==> src/rtl/alu_issue_stage_if.sv <==
// ID/EX operand bundle driven into the ALU: op, shift amount, operands and status flags.
// The issue stage drives it through the master modport; the ALU samples it through slave.
interface alu_issue_stage_if;
  logic        ex_valid;
  logic [3:0]  ex_op;
  logic [4:0]  ex_shamt;
  logic [31:0] ex_in1;
  logic [31:0] ex_in2;
  logic        ex_illegal;

  modport master (
    output ex_valid,
    output ex_op,
    output ex_shamt,
    output ex_in1,
    output ex_in2,
    output ex_illegal
  );

  modport slave (
    input ex_valid,
    input ex_op,
    input ex_shamt,
    input ex_in1,
    input ex_in2,
    input ex_illegal
  );
endinterface

==> src/rtl/alu_issue_stage.sv <==
// ID/EX pipeline register: decodes a MIPS instruction into ALU op/shamt/operands,
// with stall, flush, a valid bit, an illegal flag and a saturating issue counter.
module alu_issue_stage #(
  parameter logic [3:0]  ILLEGAL_OP = 4'b1111,
  parameter int unsigned CNT_W      = 16
) (
  input  logic             clk,
  input  logic             rst,
  input  logic             id_valid,
  input  logic [31:0]      id_instr,
  input  logic [31:0]      id_rs_data,
  input  logic [31:0]      id_rt_data,
  input  logic             stall,
  input  logic             flush,
  alu_issue_stage_if.master ex,
  output logic [CNT_W-1:0] issued_cnt
);

  localparam logic [3:0] OpAdd = 4'b0000;
  localparam logic [3:0] OpSub = 4'b0001;
  localparam logic [3:0] OpAnd = 4'b0010;
  localparam logic [3:0] OpOr  = 4'b0011;
  localparam logic [3:0] OpSll = 4'b0100;
  localparam logic [3:0] OpSrl = 4'b0101;
  localparam logic [3:0] OpSra = 4'b0110;
  localparam logic [3:0] OpNor = 4'b0111;
  localparam logic [3:0] OpSlt = 4'b1000;

  logic [5:0]  w_opcode;
  logic [5:0]  w_funct;
  logic [15:0] w_imm;
  logic [31:0] w_imm_sext;
  logic [31:0] w_imm_zext;
  logic        w_unused;

  assign w_opcode   = id_instr[31:26];
  assign w_funct    = id_instr[5:0];
  assign w_imm      = id_instr[15:0];
  assign w_imm_sext = {{16{w_imm[15]}}, w_imm};
  assign w_imm_zext = {16'h0000, w_imm};
  // Register specifiers are resolved upstream; only data arrives here.
  assign w_unused   = ^id_instr[25:16];

  logic [3:0]  w_op;
  logic [4:0]  w_shamt;
  logic [31:0] w_in1;
  logic [31:0] w_in2;
  logic        w_illegal;

  always_comb begin
    w_op      = OpAdd;
    w_shamt   = 5'd0;
    w_in1     = id_rs_data;
    w_in2     = id_rt_data;
    w_illegal = 1'b0;
    case (w_opcode)
      6'h00: begin
        case (w_funct)
          6'h20, 6'h21: w_op = OpAdd;
          6'h22, 6'h23: w_op = OpSub;
          6'h24:        w_op = OpAnd;
          6'h25:        w_op = OpOr;
          6'h27:        w_op = OpNor;
          6'h2A:        w_op = OpSlt;
          6'h00, 6'h02, 6'h03: begin
            w_op    = (w_funct == 6'h00) ? OpSll : (w_funct == 6'h02) ? OpSrl : OpSra;
            w_in1   = id_rt_data;
            w_shamt = id_instr[10:6];
          end
          default:      w_illegal = 1'b1;
        endcase
      end
      6'h08, 6'h09, 6'h23, 6'h2B: w_in2 = w_imm_sext;
      6'h0A: begin
        w_op  = OpSlt;
        w_in2 = w_imm_sext;
      end
      6'h0C: begin
        w_op  = OpAnd;
        w_in2 = w_imm_zext;
      end
      6'h0D: begin
        w_op  = OpOr;
        w_in2 = w_imm_zext;
      end
      6'h04, 6'h05: w_op = OpSub;
      default:      w_illegal = 1'b1;
    endcase
    if (w_illegal) begin
      w_op    = ILLEGAL_OP;
      w_shamt = 5'd0;
      w_in1   = '0;
      w_in2   = '0;
    end
  end

  logic             r_valid;
  logic [3:0]       r_op;
  logic [4:0]       r_shamt;
  logic [31:0]      r_in1;
  logic [31:0]      r_in2;
  logic             r_illegal;
  logic [CNT_W-1:0] r_cnt;

  always_ff @(posedge clk) begin
    if (rst) begin
      r_valid   <= 1'b0;
      r_op      <= 4'b0000;
      r_shamt   <= 5'd0;
      r_in1     <= '0;
      r_in2     <= '0;
      r_illegal <= 1'b0;
      r_cnt     <= '0;
    end else if (flush || (!stall && !id_valid)) begin
      // Bubble: counter deliberately untouched.
      r_valid   <= 1'b0;
      r_op      <= 4'b0000;
      r_shamt   <= 5'd0;
      r_in1     <= '0;
      r_in2     <= '0;
      r_illegal <= 1'b0;
    end else if (!stall) begin
      r_valid   <= 1'b1;
      r_op      <= w_op;
      r_shamt   <= w_shamt;
      r_in1     <= w_in1;
      r_in2     <= w_in2;
      r_illegal <= w_illegal;
      if (r_cnt != {CNT_W{1'b1}}) begin
        r_cnt <= r_cnt + 1'b1;
      end
    end
  end

  assign ex.ex_valid   = r_valid;
  assign ex.ex_op      = r_op;
  assign ex.ex_shamt   = r_shamt;
  assign ex.ex_in1     = r_in1;
  assign ex.ex_in2     = r_in2;
  assign ex.ex_illegal = r_illegal;
  assign issued_cnt    = r_cnt;

endmodule

==> src/flat_wrapper.sv <==
// flat-port wrapper written by rule: the top's interface ports become plain ports
module alu_issue_stage_flat 
#(
  parameter logic [3:0]  ILLEGAL_OP = 4'b1111,
  parameter int unsigned CNT_W      = 16
)
  (clk, rst, id_valid, id_instr, id_rs_data, id_rt_data, stall, flush, issued_cnt, ex_ex_valid, ex_ex_op, ex_ex_shamt, ex_ex_in1, ex_ex_in2, ex_ex_illegal);
  alu_issue_stage_if ex_i ();
  input  logic clk;
  input  logic rst;
  input  logic id_valid;
  input  logic [31:0] id_instr;
  input  logic [31:0] id_rs_data;
  input  logic [31:0] id_rt_data;
  input  logic stall;
  input  logic flush;
  output logic [CNT_W-1:0] issued_cnt;
  output wire logic [$bits(ex_i.ex_valid)-1:0] ex_ex_valid;
  output wire logic [$bits(ex_i.ex_op)-1:0] ex_ex_op;
  output wire logic [$bits(ex_i.ex_shamt)-1:0] ex_ex_shamt;
  output wire logic [$bits(ex_i.ex_in1)-1:0] ex_ex_in1;
  output wire logic [$bits(ex_i.ex_in2)-1:0] ex_ex_in2;
  output wire logic [$bits(ex_i.ex_illegal)-1:0] ex_ex_illegal;
  assign ex_ex_valid = ex_i.ex_valid;
  assign ex_ex_op = ex_i.ex_op;
  assign ex_ex_shamt = ex_i.ex_shamt;
  assign ex_ex_in1 = ex_i.ex_in1;
  assign ex_ex_in2 = ex_i.ex_in2;
  assign ex_ex_illegal = ex_i.ex_illegal;
  alu_issue_stage #(.ILLEGAL_OP(ILLEGAL_OP), .CNT_W(CNT_W)) u_core (.clk(clk), .rst(rst), .id_valid(id_valid), .id_instr(id_instr), .id_rs_data(id_rs_data), .id_rt_data(id_rt_data), .stall(stall), .flush(flush), .ex(ex_i), .issued_cnt(issued_cnt));
endmodule
==> config.mk <==
export PLATFORM = sky130hd
export DESIGN_NAME = alu_issue_stage_flat
export DESIGN_NICKNAME = d
export VERILOG_FILES = /design/src/rtl/alu_issue_stage_if.sv /design/src/rtl/alu_issue_stage.sv /design/src/flat_wrapper.sv
export SDC_FILE = /design/constraint.sdc
export NUM_CORES = 1
export LEC_CHECK = 0
export ABC_CLOCK_PERIOD_IN_PS = 3700
export CORE_MARGIN = 1
export CORE_UTILIZATION = 44
export DETAILED_ROUTE_END_ITERATION = 10
export MAX_ROUTING_LAYER = met4
export PLACE_DENSITY_LB_ADDON = 0.25
export SYNTH_ARGS = -nofsm -noshare
export SYNTH_HDL_FRONTEND = slang
export SYNTH_SLANG_ARGS = --single-unit
==> constraint.sdc <==
create_clock -name clk -period 3.7 [get_ports clk]
set_clock_uncertainty 0.2 [all_clocks]
set_input_delay 0.37 -clock clk [delete_from_list [all_inputs] [get_ports clk]]
set_output_delay 0.37 -clock clk [all_outputs]
set_load 0.01 [all_outputs]
==> flow_summary_export.csv, run 1 <==
group,metric,value,unit
status,outcome,"finished clean",
clock_network,cts.repair.resized,0,
worst_setup_path,r2r_slack,1.49,ns
drt,ant_nets,0,
grt,globalRouteOverflowTotal,0,
timing,fin_crit_sh,0.797,
clock_network,cts_hold_buf,0,
timing,relSlewSlack,0.501,
worst_setup_path,cpLargestDelayFamily,"simple AND/OR/NAND/NOR gates",
placed_design,gp_congestion,0.888,
final_layout,finish.instance_area,0.00606,mm2
worst_setup_path,endpoint_kind,"register",
grt,grt_pass1_wl,19.1,mm
clock_network,clk_pin_slew,0.08,ns
synth,synth_edf_count,0,
drt,wl,11.9,mm
worst_setup_path,cp_slowest_stage_delay,0.57,ns
synth,yosysTopAreaCell,"dfxtp_1",
pwr,powerDensity,316,mW/mm2
worst_setup_path,endpoint,"u_core.ex.ex_in2[12]$_SDFFE_PP0N_",
drt,avgViaCountPerCell,5.29,
worst_setup_path,critPathLaunchType,"input port",
timing,fmax,339,MHz
floorplan,rows,34,
worst_setup_path,r2r_start,"u_core.issued_cnt[6]$_SDFFE_PP0P_",
final_layout,drive_above_1_share,0.0503,
timing,worst_slack,0.753,ns
synth,synth_ff_type,"dfxtp_1",
synth,async_reset_ff_frac,0,
clock_network,cts-root-buf,"clkbuf_8",
timing,worst_pin_slew,0.742,ns
grt,grt_util_all_layers,0.258,
placed_design,placed_area,0.00586,mm2
placed_design,pre_cts_ws,0.401,ns
synth,yosysTopAreaCellShare,0.458,
worst_setup_path,path_cells,"clkdlybuf4s50_1 -> or4_4 -> or3_1 -> a221oi_1 -> or4b_2 -> buf_12 -> o21ai_0",
worst_setup_path,cp_max_fo,56,
clock_network,postCtsSetupBuffers,0,
final_layout,layout_commonest_cell,"clkdlybuf4s50_1",
worst_setup_path,cp_slowest_cell,"or4_4",
drt,dr.pass1.iters,4,
final_layout,area_delta_synth_final,52.5,%
timing,min_period,2.95,ns
placed_design,port_buffers,181,
clock_network,numCtsBuffers,9,
drt,routedWlPerCell,16.0,um
synth,yosys_warnings,0,
floorplan,coreArea,0.00872,mm2
grt,antenna_found_initial,0,
timing,finalHoldViolCount,0,
drt,drtIter0Drc,170,
grt,grt_pass1_vias,3775,
worst_setup_path,cp.required,3.73,ns
timing,setup_viol,0,
job,drv_cap,0,
pwr,irDropWorstVdd,0.220,mV
worst_setup_path,crit_type,"in2reg",
synth,syn-num-nets,562,
drt,remaining_drc_errors,0,
clock_network,htree_num_levels,3,
grt,grt_max_degree,70,
worst_setup_path,worstSetupPathDepth,7,
floorplan,io_pins,192,
floorplan,die_area,0.00942,mm2
clock_network,clock_path_buffers,2,
synth,yosys-top-cells-area,"dfxtp_1 (46%), mux2i_1 (13%), nand2_1 (7.6%)",
worst_setup_path,arrival,2.97,ns
timing,drv_slew,0,
clock_network,cts_tree,"done",
pwr,power.leakage,0.00235,uW
worst_setup_path,worst-path-buf-inv,2,
placed_design,hpwl,8.86,mm
synth,netlist_area,0.00398,mm2
floorplan,start_util,0.456,
final_layout,fin_util,0.695,
final_layout,diodes,0,
synth,syn_area_per_cell,8.64,um2
synth,ys_types,44,
synth,syn_inst,460,
clock_network,cts_sinks,91,
floorplan,die_w,97.1,um
floorplan,die_y,97.1,um
drt,vias,3939,
synth,seq_area_frac_synth,0.458,
timing,rsz0062_at_grt,"no",
worst_setup_path,crit_start,"id_instr[28]",
clock_network,clock_latency,0.35,ns
synth,yosys_register_bits,91,
timing,tns,0,ns
final_layout,final_nets,733,
worst_setup_path,rr_endpoint,"u_core.issued_cnt[1]$_SDFFE_PP0P_",
worst_setup_path,reg2reg_depth,5,
final_layout,final_cell_mix,"clkdlybuf4s50_1 (181), dfxtp_1 (91), nand2_1 (80)",
hold_path,worstHoldPathType,"reg2reg",
flip-flops by register name, indices dropped and copies added (netlist names):
name	cells
u_core.ex.ex_illegal	1
u_core.ex.ex_valid	1
u_core.ex.ex_in1	32
u_core.issued_cnt	16
u_core.ex.ex_op	4
u_core.ex.ex_shamt	5
u_core.ex.ex_in2	32
through the flow:
| step | cells | total power (uW) | hold WS (ns) |
|---|---|---|---|
| after global routing | 744 | 1990 | 0.271 |
| final | 744 | 1910 | 0.249 |
| after detailed placement | 728 | 1250 | 0.241 |
| after floorplan | 460 | 1100 | 0.273 |
| after global placement | 728 | 1240 | 0.233 |
| after CTS | 744 | 1930 | 0.252 |
metal layers:
metal | global-route usage | vias to the layer above | routed length [um]
met2 | 0.424 | 148 | 5820
met3 | 0.0705 | 13 | 784
met1 | 0.310 | 1831 | 5120
li1 | - | 1947 | -
met5 | - | - | 0
met4 | 0.0758 | 0 | 186
layout make-up:
type	count	area (um2)
Fill cell	701	2660
Multi-Input combinational cell	330	1970
Clock inverter	5	61.3
Clock buffer	11	141
Tap cell	108	135
Inverter	9	33.8
Timing Repair Buffer	190	1900
Sequential cell	91	1820
tightest hold or removal path, delay by kind of cell, from the launching register on:
| kind | cells | cell delay [ns] |
|---|---|---|
| AOI/OAI and AO/OA | 1 | 0.05 |
| DFF | 1 | 0.31 |
| and+or+nand+nor | 1 | 0.05 |
cell families (layout without fill, tap and decap cells):
group                    Yosys count  in the layout  share of synthesized area
multiplexers                      51             51                      0.128
AND/OR/NAND/NOR                  153            153                      0.181
flip-flops                        91             91                      0.458
XOR/XNOR                          11             11                     0.0242
adder cells (fa/ha/maj)            1              1                    0.00315
AO/OA/AOI/OAI                    114            114                      0.158
buffers and inverters             39            215                     0.0478
Yosys cell counts, drive strengths merged, types with 6 or more instances:
master   n
dfxtp   91
nand2   80
o21ai   73
mux2i   51
nor2    25
clkbuf  22
a21oi   21
xor2    11
inv      9
buf      8
nand3    7
nor3     6
power by group:
| part | switching [uW] | internal, uW | leakage (uW) |
|---|---|---|---|
| clock network | 356 | 334 | 0.0000922 |
| registers | 5.31 | 988 | 0.000734 |
| logic | 94.7 | 136 | 0.00152 |
| total | 456 | 1460 | 0.00235 |
worst min-delay path by stage:
stage | from | end | cells after the start
final | u_core.ex.ex_in1[25]$_SDFFE_PP0N_ | u_core.ex.ex_in1[25]$_SDFFE_PP0N_ | 2
after global routing | u_core.ex.ex_in1[28]$_SDFFE_PP0N_ | u_core.ex.ex_in1[28]$_SDFFE_PP0N_ | 2
after CTS | u_core.ex.ex_in1[25]$_SDFFE_PP0N_ | u_core.ex.ex_in1[25]$_SDFFE_PP0N_ | 2
after detailed placement | u_core.ex.ex_in1[25]$_SDFFE_PP0N_ | u_core.ex.ex_in1[25]$_SDFFE_PP0N_ | 2
after global placement | u_core.ex.ex_in2[10]$_SDFFE_PP0N_ | u_core.ex.ex_in2[10]$_SDFFE_PP0N_ | 2
after floorplan | u_core.ex.ex_in1[0]$_SDFFE_PP0N_ | u_core.ex.ex_in1[0]$_SDFFE_PP0N_ | 2
(Power assumes the default switching activity.)
==> run 2: changes to the inputs <==
ABC_CLOCK_PERIOD_IN_PS = 3000   (was 3700)
CORE_UTILIZATION = 41   (was 44)
clock period = 3 ns   (was 3.7 ns; I/O delays follow)
==> run 2 against run 1 <==
  * First-iteration DRC count increased by 8.2%
  * Worst hold slack gained 0.0014 ns
  * Register-to-register slack worse by 0.62 ns
  * Clock-buffer cell count unchanged
  * Sequential power grew 24%
  * Non-clock buffer count rose by 11
  * Power rose by 28%
  * Combinational power increased by 29%
  * Final area rose by 2.5%
  * Via count rose by 1.3%
  * Largest cell class is now buffers
==> flow_summary_export.csv, run 2 (same netlist as run 1, synthesis figures left out) <==
group,metric,value,unit
clock_network,clock_path_buffers,2,
clock_network,cts_sinks,91,
pwr,p_clk_frac,0.381,
placed_design,placedCellCount,760,
hold_path,worstHoldPathType,"reg2reg",
pwr,irDropWorstVdd,0.305,mV
timing,fmax,377,MHz
worst_setup_path,endpoint_kind,"register",
final_layout,final_nets,744,
worst_setup_path,r2r_slack,0.87,ns
grt,globalRouteOverflowTotal,0,
timing,worst_slack,0.345,ns
timing,min_period,2.65,ns
worst_setup_path,cp.required,3.04,ns
worst_setup_path,arrival,2.69,ns
pwr,switching_share,0.230,
pwr,power.leakage,0.00243,uW
floorplan,die_area,0.0101,mm2
drt,dr.pass1.iters,4,
hold_path,holdPathEnd,"u_core.ex.ex_in1[15]$_SDFFE_PP0N_",
grt,use_met2,0.427,
drt,remaining_drc_errors,0,
hold_path,hold-path-cell-count,2,
final_layout,final_cell_mix,"clkdlybuf4s50_1 (181), dfxtp_1 (91), nand2_1 (80)",
floorplan,coreArea,0.00933,mm2
job,drv_cap,0,
timing,setup_viol,0,
floorplan,die_w,100,um
grt,use_met3,0.0527,
grt,met1_usage,0.289,
final_layout,instances_no_fill,776,
floorplan,io_pins,192,
grt,grt_util_all_layers,0.248,
pwr,powerDensity,395,mW/mm2
timing,rsz0062_at_grt,"no",
clock_network,numCtsBuffers,9,
worst_setup_path,reg2reg_depth,5,
worst_setup_path,rr_endpoint,"u_core.issued_cnt[1]$_SDFFE_PP0P_",
drt,vias,3990,
pwr,p_sw,564,uW
grt,antenna_found_initial,0,
clock_network,cts-root-buf,"clkbuf_8",
clock_network,clk_pin_slew,0.09,ns
worst_setup_path,critPathLaunchType,"input port",
clock_network,clock_latency,0.35,ns
final_layout,diodes,0,
clock_network,postCtsSetupBuffers,0,
pwr,internal_power,1890,uW
pwr,combPwrFrac,0.121,
worst_setup_path,cp_max_fo,32,
drt,routedWlPerCell,15.5,um
placed_design,pre_cts_ws,-0.0212,ns
timing,finalHoldViolCount,0,
final_layout,layout_commonest_cell,"clkdlybuf4s50_1",
timing,relSlewSlack,0.518,
floorplan,start_util,0.426,
timing,worst_pin_slew,0.716,ns
timing,drv_slew,0,
drt,drtIter0Drc,184,
drt,wl,12.0,mm
placed_design,gp_congestion,0.876,
floorplan,die_y,100,um
grt,grt_pass1_vias,3875,
clock_network,cts_tree,"done",
final_layout,area_delta_synth_final,56.4,%
floorplan,rows,35,
clock_network,cts_hold_buf,0,
worst_setup_path,r2r_start,"u_core.issued_cnt[6]$_SDFFE_PP0P_",
grt,grt_pass1_wl,19.2,mm
placed_design,hpwl,8.83,mm
worst_setup_path,crit_type,"in2reg",
pwr,power.total,2460,uW
grt,grt-busiest-layer,"met2",
hold_path,worstHoldStart,"u_core.ex.ex_in1[15]$_SDFFE_PP0N_",
grt,grt_max_degree,70,
clock_network,htree_num_levels,3,
timing,fin_crit_sh,0.885,
final_layout,drive_above_1_share,0.0665,
timing,whs,0.250,ns
status,outcome,"finished clean",
pwr,seqPwrFrac,0.499,
drt,ant_nets,0,
drt,avgViaCountPerCell,5.14,
clock_network,cts.repair.resized,0,
placed_design,port_buffers,181,
## run 2: area by class of cell
cell class              count  area, um2
clock buffers              11        141
clock inverters             5       83.8
fillers                   810       3110
inverters                   9       33.8
multi-input cells         330       1980
flip-flops and latches     91       1820
well taps                 129        161
repair buffers            201       2000
## run 2: critical path, stage by stage
cell and delay [ns]:
clkdlybuf4s50_1 0.46, or4_4 0.56, nand2b_4 0.17, or4_2 0.65, buf_12 0.22, mux2i_1 0.24
o21ai_1 0.08
## run 2: routing by layer
metal  wire length [um]  vias to the layer above
met2               5950                      148
met1               5020                     1855
met4                210                        0
met5                  0                        -
li1                   -                     1967
met3                838                       20
## run 2: metrics by stage
stage,utilization,area [um2],setup TNS [ns]
after floorplan,-,3980,0
after global placement,0.642,5990,0
after detailed placement,0.642,5990,-0.0212
after CTS,0.667,6220,0
after global routing,0.667,6220,0
final,0.667,6220,0
## run 2: how the worst max path moves through the flow
| stage | from | to | slack [ns] | cells after the start |
|---|---|---|---|---|
| 6_report | id_instr[26] | u_core.ex.ex_in1[10]$_SDFFE_PP0N_ | 0.35 | 7 |
| 5_1_grt | id_instr[26] | u_core.ex.ex_in1[10]$_SDFFE_PP0N_ | 0.32 | 7 |
| 4_1_cts | id_instr[26] | u_core.ex.ex_in1[10]$_SDFFE_PP0N_ | 0.35 | 7 |
| 3_5_place_dp | id_instr[26] | u_core.ex.ex_in1[10]$_SDFFE_PP0N_ | -0.02 | 7 |
| 3_3_place_gp | id_instr[26] | u_core.ex.ex_in1[10]$_SDFFE_PP0N_ | 0.001 | 7 |
| 2_1_floorplan | id_instr[27] | u_core.ex.ex_in1[0]$_SDFFE_PP0N_ | 0.71 | 8 |
## run 2: power by group through the flow
| stage | clock network (uW) | registers [uW] | logic, uW |
|---|---|---|---|
| 2_1_floorplan | 0 | 1260 | 92.9 |
| 3_3_place_gp | 0 | 1250 | 289 |
| 3_5_place_dp | 0 | 1250 | 295 |
| 4_1_cts | 957 | 1230 | 297 |
| 5_1_grt | 1010 | 1230 | 320 |
| 6_report | 935 | 1230 | 296 |
